## src/rtl/ras_stack_if.sv

```systemverilog
// Fetch-side handshake bundle for the return address stack: call/return
// classification, checkpoint control, and the predicted return target.
interface ras_stack_if;
    logic        push;
    logic        pop;
    logic [31:0] new_addr;
    logic        branch_fetched;
    logic        branch_retired;
    logic        flush;
    logic [31:0] addr;
    logic        valid;
    logic        track_full;

    modport master (
        output push, pop, new_addr, branch_fetched, branch_retired, flush,
        input  addr, valid, track_full
    );

    modport slave (
        input  push, pop, new_addr, branch_fetched, branch_retired, flush,
        output addr, valid, track_full
    );
endinterface

```

## src/rtl/ras_stack.sv

```systemverilog
// Speculative return address stack with a FIFO of pointer checkpoints,
// one per in-flight control-flow instruction, used to roll back on flush.
module ras_stack #(
    parameter int STACK_DEPTH = 4,
    parameter int TRACK_DEPTH = 8
) (
    input  logic       clk,
    input  logic       rst,
    ras_stack_if.slave bus
);
    localparam int SI_W = $clog2(STACK_DEPTH);
    localparam int SC_W = SI_W + 1;
    localparam int TI_W = $clog2(TRACK_DEPTH);
    localparam int TO_W = TI_W + 1;
    localparam logic [SC_W-1:0] CNT_MAX = SC_W'(STACK_DEPTH);
    localparam logic [TO_W-1:0] OCC_MAX = TO_W'(TRACK_DEPTH);

    logic [31:0]     r_stack  [STACK_DEPTH];
    logic [SI_W-1:0] r_ck_idx [TRACK_DEPTH];
    logic [SC_W-1:0] r_ck_cnt [TRACK_DEPTH];

    logic [SI_W-1:0] r_rd_idx;
    logic [SC_W-1:0] r_count;
    logic [TI_W-1:0] r_head;
    logic [TI_W-1:0] r_tail;
    logic [TO_W-1:0] r_occ;

    logic            w_empty;
    logic            w_full;
    logic            w_enq;
    logic            w_deq;
    logic            w_valid;
    logic            w_wr_en;
    logic [SI_W-1:0] w_wr_idx;
    logic [SI_W-1:0] w_idx_nxt;
    logic [SC_W-1:0] w_cnt_nxt;

    assign w_empty = (r_occ == '0);
    assign w_full  = (r_occ == OCC_MAX);
    // A retire in the same cycle frees the head slot, so a full FIFO still accepts.
    assign w_enq   = bus.branch_fetched && (!w_full || bus.branch_retired);
    assign w_deq   = bus.branch_retired && !w_empty;
    assign w_valid = (r_count != '0);

    assign bus.valid      = w_valid;
    assign bus.addr       = w_valid ? r_stack[r_rd_idx] : 32'd0;
    assign bus.track_full = w_full;

    always_comb begin
        w_wr_en   = 1'b0;
        w_wr_idx  = r_rd_idx;
        w_idx_nxt = r_rd_idx;
        w_cnt_nxt = r_count;
        if (bus.push && !bus.pop) begin
            w_wr_en   = 1'b1;
            w_wr_idx  = r_rd_idx + SI_W'(1);
            w_idx_nxt = r_rd_idx + SI_W'(1);
            if (r_count != CNT_MAX) w_cnt_nxt = r_count + SC_W'(1);
        end else if (bus.pop && !bus.push) begin
            w_idx_nxt = r_rd_idx - SI_W'(1);
            if (r_count != '0) w_cnt_nxt = r_count - SC_W'(1);
        end else if (bus.push && bus.pop) begin
            // Return immediately followed by a call: replace the top in place.
            w_wr_en = 1'b1;
            if (r_count == '0) w_cnt_nxt = SC_W'(1);
        end
    end

    always_ff @(posedge clk) begin
        if (rst) begin
            r_rd_idx <= '0;
            r_count  <= '0;
            r_head   <= '0;
            r_tail   <= '0;
            r_occ    <= '0;
        end else if (bus.flush) begin
            if (!w_empty) begin
                r_rd_idx <= r_ck_idx[r_head];
                r_count  <= r_ck_cnt[r_head];
            end
            r_head <= '0;
            r_tail <= '0;
            r_occ  <= '0;
        end else begin
            r_rd_idx <= w_idx_nxt;
            r_count  <= w_cnt_nxt;
            if (w_enq) r_tail <= r_tail + TI_W'(1);
            if (w_deq) r_head <= r_head + TI_W'(1);
            if (w_enq && !w_deq)      r_occ <= r_occ + TO_W'(1);
            else if (w_deq && !w_enq) r_occ <= r_occ - TO_W'(1);
        end
    end

    // Storage arrays carry no reset; a zero count hides stale entries.
    always_ff @(posedge clk) begin
        if (!rst && !bus.flush) begin
            if (w_wr_en) r_stack[w_wr_idx] <= bus.new_addr;
            if (w_enq) begin
                r_ck_idx[r_tail] <= r_rd_idx;
                r_ck_cnt[r_tail] <= r_count;
            end
            assert (!(bus.branch_fetched && w_full && !bus.branch_retired));
        end
    end
endmodule

```

## src/flat_wrapper.sv

```systemverilog
// flat-port wrapper written by rule: the top's interface ports become plain ports
module ras_stack_flat 
#(
    parameter int STACK_DEPTH = 4,
    parameter int TRACK_DEPTH = 8
)
  (clk, rst, bus_push, bus_pop, bus_new_addr, bus_branch_fetched, bus_branch_retired, bus_flush, bus_addr, bus_valid, bus_track_full);
  ras_stack_if bus_i ();
  input  logic clk;
  input  logic rst;
  input wire logic [$bits(bus_i.push)-1:0] bus_push;
  input wire logic [$bits(bus_i.pop)-1:0] bus_pop;
  input wire logic [$bits(bus_i.new_addr)-1:0] bus_new_addr;
  input wire logic [$bits(bus_i.branch_fetched)-1:0] bus_branch_fetched;
  input wire logic [$bits(bus_i.branch_retired)-1:0] bus_branch_retired;
  input wire logic [$bits(bus_i.flush)-1:0] bus_flush;
  output wire logic [$bits(bus_i.addr)-1:0] bus_addr;
  output wire logic [$bits(bus_i.valid)-1:0] bus_valid;
  output wire logic [$bits(bus_i.track_full)-1:0] bus_track_full;
  assign bus_i.push = bus_push;
  assign bus_i.pop = bus_pop;
  assign bus_i.new_addr = bus_new_addr;
  assign bus_i.branch_fetched = bus_branch_fetched;
  assign bus_i.branch_retired = bus_branch_retired;
  assign bus_i.flush = bus_flush;
  assign bus_addr = bus_i.addr;
  assign bus_valid = bus_i.valid;
  assign bus_track_full = bus_i.track_full;
  ras_stack #(.STACK_DEPTH(STACK_DEPTH), .TRACK_DEPTH(TRACK_DEPTH)) u_core (.clk(clk), .rst(rst), .bus(bus_i));
endmodule
```

## config.mk

```make
export PLATFORM = sky130hd
export DESIGN_NAME = ras_stack_flat
export DESIGN_NICKNAME = d
export VERILOG_FILES = /design/src/rtl/ras_stack_if.sv /design/src/rtl/ras_stack.sv /design/src/flat_wrapper.sv
export SDC_FILE = /design/constraint.sdc
export NUM_CORES = 1
export LEC_CHECK = 0
export CAP_MARGIN = 5
export CORE_MARGIN = 2
export CORE_UTILIZATION = 25
export CTS_CLUSTER_SIZE = 24
export DETAILED_ROUTE_END_ITERATION = 12
export GPL_ROUTABILITY_DRIVEN = 1
export MAX_ROUTING_LAYER = met4
export PLACE_DENSITY_LB_ADDON = 0.08
export SYNTH_ARGS = -nofsm -noshare
export SYNTH_HDL_FRONTEND = slang
export SYNTH_SLANG_ARGS = --single-unit
```

## constraint.sdc

```tcl
create_clock -name clk -period 10.14 [get_ports clk]
set_input_delay 1.014 -clock clk [delete_from_list [all_inputs] [get_ports clk]]
set_output_delay 1.014 -clock clk [all_outputs]
set_load 0.02 [all_outputs]
```

# Word-level counts from Yosys, hierarchy flattened
# Memory sizes are Yosys's and may differ from the RTL's. A register that Yosys moved wholly into a read port is not among the register bits.
# Index checks and enable logic that the tools add are counted.
op_classes:
  n_addsub: 8
  n_eq_ne: 5
  n_mux: 31
  reduce_logical: 27
op_table:
  columns: ["cell", "count"]
  rows:
  - ["$mux W3", 12]
  - ["$mux W32", 1]
  - ["$mux W2", 7]
  - ["$add A3 B1 Y3 const B", 3]
  - ["$mux W1", 9]
  - ["$logic_and A1 B1 Y1", 8]
  - ["$logic_not A1 Y1", 8]
  - ["$mux W4", 2]
  - ["$reduce_bool A4 Y1", 2]
  - ["$ne A3 B3 Y1 const B", 2]
  - ["$reduce_bool A3 Y1", 2]
  - ["$reduce_and A5 Y1", 1]
  - ["$add A4 B1 Y4 const B", 1]
  - ["$eq A4 B4 Y1 const B", 1]
  - ["$logic_not A4 Y1", 1]
  - ["$ne A4 B2 Y1 const B", 1]
  - ["$sub A4 B1 Y4 const B", 1]
  - ["$logic_not A3 Y1", 1]
  - ["$sub A3 B1 Y3 const B", 1]
  - ["$add A2 B1 Y2 const B", 1]
  - ["$ne A2 B2 Y1 const B", 1]
  - ["$reduce_and A2 Y1", 1]
  - ["$reduce_bool A2 Y1", 1]
  - ["$reduce_or A2 Y1", 1]
  - ["2 further kinds", 2]
totals:
  ff_bits: 15
  mem_bits_rw: 168
  input_bits: 39
  out_inout_bits: 34
  word_cells: 79
  mem_count: 3
mem_list:
  columns: ["memory", "depth", "width", "rd", "rd_clocked_by_memory_dff", "wr", "line_no", "source"]
  rows:
  - ["u_core.r_stack", 4, 32, 1, 1, 1, "ras_stack.sv:18", "logic [31:0] r_stack [STACK_DEPTH];"]
  - ["u_core.r_ck_cnt", 8, 3, 1, 1, 1, "ras_stack.sv:20", "logic [SC_W-1:0] r_ck_cnt [TRACK_DEPTH];"]
  - ["u_core.r_ck_idx", 8, 2, 1, 1, 1, "ras_stack.sv:19", "logic [SI_W-1:0] r_ck_idx [TRACK_DEPTH];"]

# Logic depth before layout (Yosys ltp)
# Gate-level depths: netlist of the first run.
depth:
  ltp_word: 8
  depth_mapped: 9
  mapped_depth_nobuf: 9

# Worst setup path after synthesis of the first run
# No wires, ideal clock.
synth_path:
  path_kind: "in2reg"
  startpoint: "in bus_pop"
  endpoint: "mem u_core.r_stack[1][0], enable pin"
  setup_ns: 0.461
  arrival_time_ns: 3.855
  required_ns: 9.679
  slack_ns: 5.824
  path_stages: 6
  path_buffers: 1
  cell_sequence: "inv_1 ha_1 clkbuf_1 nor2b_1 mux2i_1 nor3_1"
synth_between:
  elab_chain_cells: 7
  elab_cells_between_ends: 11
  cone_classes: "mux (7); reduce/logical (4)"
synth_lines:
  columns: ["item", "line_no", "source"]
  rows:
  - ["from (decl)", "flat_wrapper.sv:12", "input wire logic [$bits(bus_i.pop)-1:0] bus_pop;"]
  - ["$logic_and A1 B1 Y1", "ras_stack.sv:62", "end else if (bus.push && bus.pop) begin"]
  - ["$mux W1", "ras_stack.sv:62", null]
  - ["$mux W1", "ras_stack.sv:59", "end else if (bus.pop && !bus.push) begin"]
  - ["$mux W1", "ras_stack.sv:54", "if (bus.push && !bus.pop) begin"]
  - ["$mux W1", "ras_stack.sv:97", "if (w_wr_en) r_stack[w_wr_idx] <= bus.new_addr;"]
  - ["$mux W1", "ras_stack.sv:96", "if (!rst && !bus.flush) begin"]
  - ["$mux W1 (implied by the code)", "ras_stack.sv:97", null]
  - ["to (decl)", "ras_stack.sv:18", null]
# Several ways; a longest one is shown, not always the timed one.

==> metrics.md, run 1 <==
| Metric | Value |
|---|---|
| Yosys top cell area share | `66.5%` |
| Final WS setup | `6.15 ns` |
| CTS tree | `built` |
| Max stage delay on crit path | `0.71 ns` |
| TritonRoute pass-1 iters | `4` |
| Mapped Cells | `408` |
| Worst Path Arrival | `2.98 ns` |
| Syn. warnings | `0` |
| Seq/Total Area, Yosys | `71.8%` |
| Clock-pin slew on the worst setup and hold paths | `0.08 ns` |
| Syn nets | `460` |
| Tot GR Track Use | `11.0%` |
| IO buf count | `72` |
| Pre-CTS setup slack | `6.37 ns` |
| Fraction of layout instances using a drive strength above 1 | `18.3%` |
| Initial Util | `25.5%` |
| FF-to-FF Start | `u_core.r_occ[1]` |
| Die Span X | `178 um` |
| RSZ-0062 raised after global routing | `no` |
| Hold path start | `u_core.r_head[1]` |
| Total congestion overflow | `0` |
| Worst-path cell chain | `buf_4, mux4_2, and2_1, clkdlybuf4s50_1` |
| Synth top area cells | `edfxtp_1, mux4_2, dfxtp_1, and2_1, ha_1` |
| Max-slew violations | `0` |
| Crit path kind | `reg2out` |
| Fmax | `0.251 GHz` |
| Vias in the first global route | `4,088` |
| Global-route wire length before repair | `24,600 um` |
| Area leader, netlist | `edfxtp_1` |
| Initial antenna violation count | `0` |
| Crit path buf inv count | `2` |
| Final Wtd Congestion | `0.713` |
| Synth async-reset ratio | `0%` |
| Final hold vios | `0` |
| Setup crit end kind | `primary output` |
| HPWL after detailed placement | `10,600 um` |
| Wire per inst | `18.1 um` |
| Fin nets | `542` |
| Layout Skew | `0.0104 ns` |
| Synth Register Bits | `188` |
| Syn Area/Cell | `18.6 um^2` |
| Post-route ant nets | `0` |
| CTS resizes | `0` |
| Hold_buf cts | `0` |
| Via/cell ratio | `4.32` |
| Crit path max-delay family | `buffers and inverters` |
| Starting DRT DRC Count | `258` |
| Yosys cell types | `48` |
| Cts bufs inserted | `17` |
| Total number of vias | `3,862` |
| Die Ht | `178 um` |
| WL final | `16,100 um` |
| Tmin final | `3.99 ns` |
| Slew HR | `32.8%` |
| Pwr Density | `201 nW/um^2` |
| Core box area | `29,800 um^2` |
| CP startpoint kind | `flop` |
| CP max FO | `18` |
| Peak VDD IR | `0.0831 mV` |
| Fin crit share | `39.4%` |
| Max cap viols | `0` |
| Fill cells | `2,933` |
| Post-synth top cells | `edfxtp_1, mux4_2, and2_1` |
| Number of cell rows | `63` |
| CTS H-tree lvls | `4` |
| Post-route DRC | `0` |
| Area Growth Syn to Fin | `24.3%` |
| Clock Path Buffers | `2` |
| Clock sink count | `188` |
| Clock Tree Root | `clkbuf_16` |
| Number of synthesized flops with an enable pin | `168` |
| Final Power | `1.90 mW` |
| # IOs | `73` |
| Clock Latency Late Sink | `0.43 ns` |
| Leakage | `3.01 nW` |
| Status | `complete, no violations` |
| Actual slew at the worst max-slew pin | `1.01 ns` |
| WP data required | `9.13 ns` |
| Slowest cell on crit path | `dfxtp_2` |
| Largest net degree at the start of global routing | `33` |
| Setup TNS | `0 ns` |
| Most common cell in the netlist | `edfxtp_1` |
| Ys flop type | `edfxtp_1` |
| Mapped Area | `7590 um^2` |
| Setup Buffers After CTS | `0` |
| Ant diodes | `0` |
| Hold Crit Class | `reg2reg` |
| Total die area | `31,800 um^2` |
| Final setup violation count | `0` |
where the power goes:
part	switching, mW	total, mW	internal, mW
sequential	0.0361	0.905	0.869
clock	0.321	0.679	0.359
combinational	0.154	0.313	0.159
worst register-to-register path, cell delays in order, from the launching register on:
cell and delay, ns:
dfxtp_1 0.37, or4b_4 0.58, o21a_1 0.27, ha_1 0.23, inv_1 0.14, ha_1 0.25
a21o_1 0.17, a21oi_1 0.19, mux2i_1 0.24, mux2i_1 0.19
registers in the layout (all words and copies together) (netlist names), named ones only:
name	count
u_core.r_stack	128
u_core.r_count	3
u_core.r_occ	4
u_core.r_head	3
u_core.r_ck_idx	16
u_core.r_rd_idx	2
u_core.r_ck_cnt	24
u_core.r_tail	3
cells by family after synthesis:
group / count (synthesis) / share of synthesized area (%)
flops: 188 / 71.8
simple gates: 89 / 6.61
mux: 53 / 14.1
buf+inv: 29 / 1.73
compound gates: 28 / 2.57
fa+ha+maj: 13 / 2.24
xor+xnor: 8 / 0.923
metal layers:
metal	vias up	global-route usage, %	wire, um
met2	79	17.7	7880
met4	0	3.35	173
li1	1788	-	-
met5	-	-	0
met1	1983	14.0	7480
met3	12	2.45	599
stage by stage:
stage | hold WS (ns) | area, um^2 | utilization, % | cells
floorplan | 0.454 | 7590 | - | 408
global placement | 0.486 | 8810 | 29.6 | 861
detailed placement | 0.493 | 8810 | 29.6 | 861
CTS | 0.505 | 9430 | 31.7 | 893
global route | 0.534 | 9430 | 31.7 | 893
finish | 0.496 | 9430 | 31.7 | 893
path summary, 6_finish.rpt:
| kind | end | slack [ns] | depth (start not counted) |
|---|---|---|---|
| setup / recovery | bus_addr[27] | 6.15 | 4 |
| hold / removal | u_core.r_head[1] | 0.50 | 2 |
| setup reg to reg | u_core.r_occ[3] | 7.46 | 9 |
| hold reg to reg | u_core.r_head[1] | 0.50 | 2 |
placed cells by master, fill, tap and decap left out, drive strengths merged, types with 2 or more instances in the layout:
master / count
xor2: 4
mux2: 2
o21ai: 3
ha: 12
clkinv: 7
clkdlybuf4s50: 72
nand3: 4
mux4: 42
nand3b: 2
nor3: 6
or4: 2
clkbuf: 17
nand2b: 4
nand2: 7
nor2: 17
nor2b: 3
buf: 11
xnor2: 4
o22ai: 2
and2: 33
or3: 3
a21oi: 9
a311oi: 2
nor4: 4
mux2i: 9
o211ai: 2
edfxtp: 168
dfxtp: 20
inv: 15
final cells by class:
type | count | area, um^2 | area share [%]
inverter | 9 | 33.8 | 0.358
sequential | 188 | 5450 | 57.7
clock buffer | 17 | 425 | 4.51
clock inverter | 15 | 200 | 2.12
tap | 390 | 488 | 5.17
timing repair buffer | 83 | 803 | 8.51
multi-input combinational | 191 | 2040 | 21.6
No activity file was read; power rests on OpenSTA's default activity.
==> inputs of run 2 (changes only) <==
Clock period 10.14 ns to 3.35 ns, I/O delays scaled along.
==> run 2 against run 1 <==
  * Clock skew up 0.0055 ns
  * Register-to-register slack worse by 6.7 ns
  * Clock-buffer cell count up 1
  * First-iteration DRC count down 4.7%
  * Cell area up 0.80%
  * Critical path type unchanged
==> metrics.md, run 2 (synthesis gave the netlist of run 1 again) <==
| Metric | Value |
|---|---|
| Pwr Density | `598 nW/um^2 (was 201 nW/um^2)` |
| Crit path kind | `reg2out (unchanged)` |
| Hold_buf cts | `0 (unchanged)` |
| Design area | `9510 um^2 (was 9430 um^2)` |
| Fmax | `0.342 GHz` |
| Ant diodes | `0 (unchanged)` |
| Final setup violation count | `0 (unchanged)` |
| Setup Buffers After CTS | `0 (unchanged)` |
| TritonRoute pass-1 iters | `4 (unchanged)` |
| Area Growth Syn to Fin | `25.3% (was 24.3%)` |
| R2R depth | `9 (unchanged)` |
| Die Ht | `178 um (unchanged)` |
| Largest Register | `u_core.r_stack (unchanged)` |
| Cts bufs inserted | `17 (unchanged)` |
| Core box area | `29,800 um^2 (unchanged)` |
| Clock power share | `34.9% (was 35.8%)` |
| Max FFs per register | `128 (unchanged)` |
| Leakage | `3.05 nW (was 3.01 nW)` |
| # IOs | `73 (unchanged)` |
| Total congestion overflow | `0 (unchanged)` |
| Post-route ant nets | `0 (unchanged)` |
| Total die area | `31,800 um^2 (unchanged)` |
| Fin nets | `549 (was 542)` |
| Max-slew violations | `0 (unchanged)` |
| Starting DRT DRC Count | `246 (was 258)` |
| Tmin final | `2.93 ns` |
| Initial antenna violation count | `0 (unchanged)` |
| Global-route wire length before repair | `24,200 um (was 24,600 um)` |
| Clock-pin slew on the worst setup and hold paths | `0.08 ns (about the same)` |
| Hold Crit Class | `reg2reg (unchanged)` |
| FF-to-FF Start | `u_core.r_occ[1] (unchanged)` |
| Fin crit share | `87.4%` |
| Final Wtd Congestion | `0.747 (was 0.713)` |
| Tot GR Track Use | `10.9% (was 11.0%)` |
| CP startpoint kind | `flop (unchanged)` |
| RSZ-0062 raised after global routing | `no (unchanged)` |
| Crit path depth | `6 (was 4)` |
| Worst Path Arrival | `2.59 ns (was 2.98 ns)` |
| Clock Tree Root | `clkbuf_16 (unchanged)` |
| Actual slew at the worst max-slew pin | `0.710 ns (was 1.01 ns)` |
| Fraction of layout instances using a drive strength above 1 | `19.0% (was 18.3%)` |
| Slew HR | `52.5% (was 32.8%)` |
| Internal power | `4.19 mW (was 1.39 mW)` |
| R2R Setup Slk | `0.72 ns (was 7.46 ns)` |
| Commonest non-fill, non-tap cells in the layout | `edfxtp_1, clkdlybuf4s50_1, mux4_2 (unchanged)` |
| Switching share of total power | `26.3% (was 26.9%)` |
| Leading registers by flop count | `u_core.r_stack (128), u_core.r_ck_cnt (24), u_core.r_ck_idx (16) (unchanged)` |
| WL final | `16,100 um (about the same)` |
| Total number of vias | `3,868 (was 3,862)` |
| Vias in the first global route | `4,029 (was 4,088)` |
| CTS H-tree lvls | `4 (unchanged)` |
| Layout Skew | `0.0159 ns (was 0.0104 ns)` |
| Max stage delay on crit path | `0.62 ns (was 0.71 ns)` |
| WHS Path Cells | `2 (unchanged)` |
| Crit path buf inv count | `3 (was 2)` |
| CTS tree | `built (unchanged)` |
| Post-route DRC | `0 (unchanged)` |
| Number of cell rows | `63 (unchanged)` |
| Largest net degree at the start of global routing | `34 (was 33)` |
| Wire per inst | `17.9 um (was 18.1 um)` |
| Status | `complete, no violations (unchanged)` |
| Slowest cell on crit path | `clkdlybuf4s50_1 (was dfxtp_2)` |
| IO buf count | `72 (unchanged)` |
| Setup TNS | `0 ns (unchanged)` |
| Initial Util | `25.5% (unchanged)` |
| Clock Path Buffers | `2 (unchanged)` |
| Clock sink count | `188 (unchanged)` |
| Fin util | `31.9% (was 31.7%)` |
| Clock Latency Late Sink | `0.43 ns (about the same)` |
| Crit path max-delay family | `buffers and inverters (unchanged)` |
| CP Launch Point | `u_core.r_count[0]` |
| Max cap viols | `0 (unchanged)` |
| CP max FO | `33 (was 18)` |
| Most common cell after layout, fill and taps aside | `edfxtp_1 (unchanged)` |
| CTS resizes | `0 (unchanged)` |
| Via/cell ratio | `4.30 (was 4.32)` |
| Switching power | `1.50 mW (was 510 uW)` |
| Peak VDD IR | `0.238 mV (was 0.0831 mV)` |
| Setup crit end kind | `primary output (unchanged)` |
| Final hold vios | `0 (unchanged)` |
| Logic pwr share | `17.6% (was 16.5%)` |
| HPWL after detailed placement | `10,300 um (was 10,600 um)` |
| FF-to-FF End | `u_core.r_occ[3] (unchanged)` |
| DP Area | `8920 um^2 (was 8810 um^2)` |
| Reg power frac | `47.4% (was 47.7%)` |
| WP data required | `3.01 ns (was 9.13 ns)` |
| Fill cells | `2,904 (was 2,933)` |
| Worst-path cell chain | `inv_1, ha_1, nand2b_1, buf_4, and2_1, clkdlybuf4s50_1 (was buf_4, mux4_2, and2_1, clkdlybuf4s50_1)` |
| Die Span X | `178 um (unchanged)` |
| Capture point of the worst path | `bus_addr[29] (was bus_addr[27])` |
-- run 2: cell types whose count changed in the layout (fill, tap and decap cells not counted), sizes merged --
cell	change
buf	+7
clkbuf	+1
clkinv	-1
clkinvlp	-1
inv	+1
-- run 2: per-stage QoR --
step | total power [mW] | hold slack (ns) | setup WS (ns) | std cells
floorplan | 3.32 | 0.434 | -0.287 | 408
global placement | 3.78 | 0.486 | 0.738 | 868
detailed placement | 3.79 | 0.493 | 0.749 | 868
CTS | 5.80 | 0.507 | 0.325 | 900
global route | 5.95 | 0.536 | 0.184 | 900
finish | 5.68 | 0.508 | 0.422 | 900
-- run 2: metal layers --
metal / track usage [%] / vias to the layer above / wire length [um]
li1: - / 1792 / -
met1: 14.0 / 1995 / 7580
met2: 17.4 / 73 / 7900
met3: 2.30 / 8 / 516
met4: 3.25 / 0 / 125
met5: - / - / 0
-- run 2: tightest hold or removal path, stage by stage (launching register included) --
cell,delay [ns]
dfxtp_1,0.34
nand2_1,0.07
mux2i_1,0.06
-- run 2: power by group through the flow --
stage | logic [mW] | clock network (mW) | registers (mW)
2_1_floorplan | 0.597 | 0 | 2.72
3_3_place_gp | 1.03 | 0 | 2.75
3_5_place_dp | 1.03 | 0 | 2.75
4_1_cts | 1.03 | 2.06 | 2.70
5_1_grt | 1.10 | 2.14 | 2.71
6_report | 1.00 | 1.99 | 2.70
-- run 2: final cells by class --
type	instances	area (um^2)	share of cell area, %
clock buffers	18	429	4.51
clock inverters	14	156	1.64
well taps	390	488	5.13
multi-input cells	191	2040	21.4
inverters	9	33.8	0.355
flip-flops and latches	188	5450	57.3
repair buffers	90	918	9.66
-- run 2: worst min-delay path by stage --
stage	startpoint	slack [ns]	endpoint
floorplan	bus_new_addr[0]	0.43	u_core.r_stack[0][0]
global placement	u_core.r_head[1]	0.49	u_core.r_head[1]
detailed placement	u_core.r_head[1]	0.49	u_core.r_head[1]
CTS	u_core.r_head[1]	0.51	u_core.r_head[1]
global route	bus_new_addr[11]	0.54	u_core.r_stack[3][11]
finish	u_core.r_occ[3]	0.51	u_core.r_occ[3]
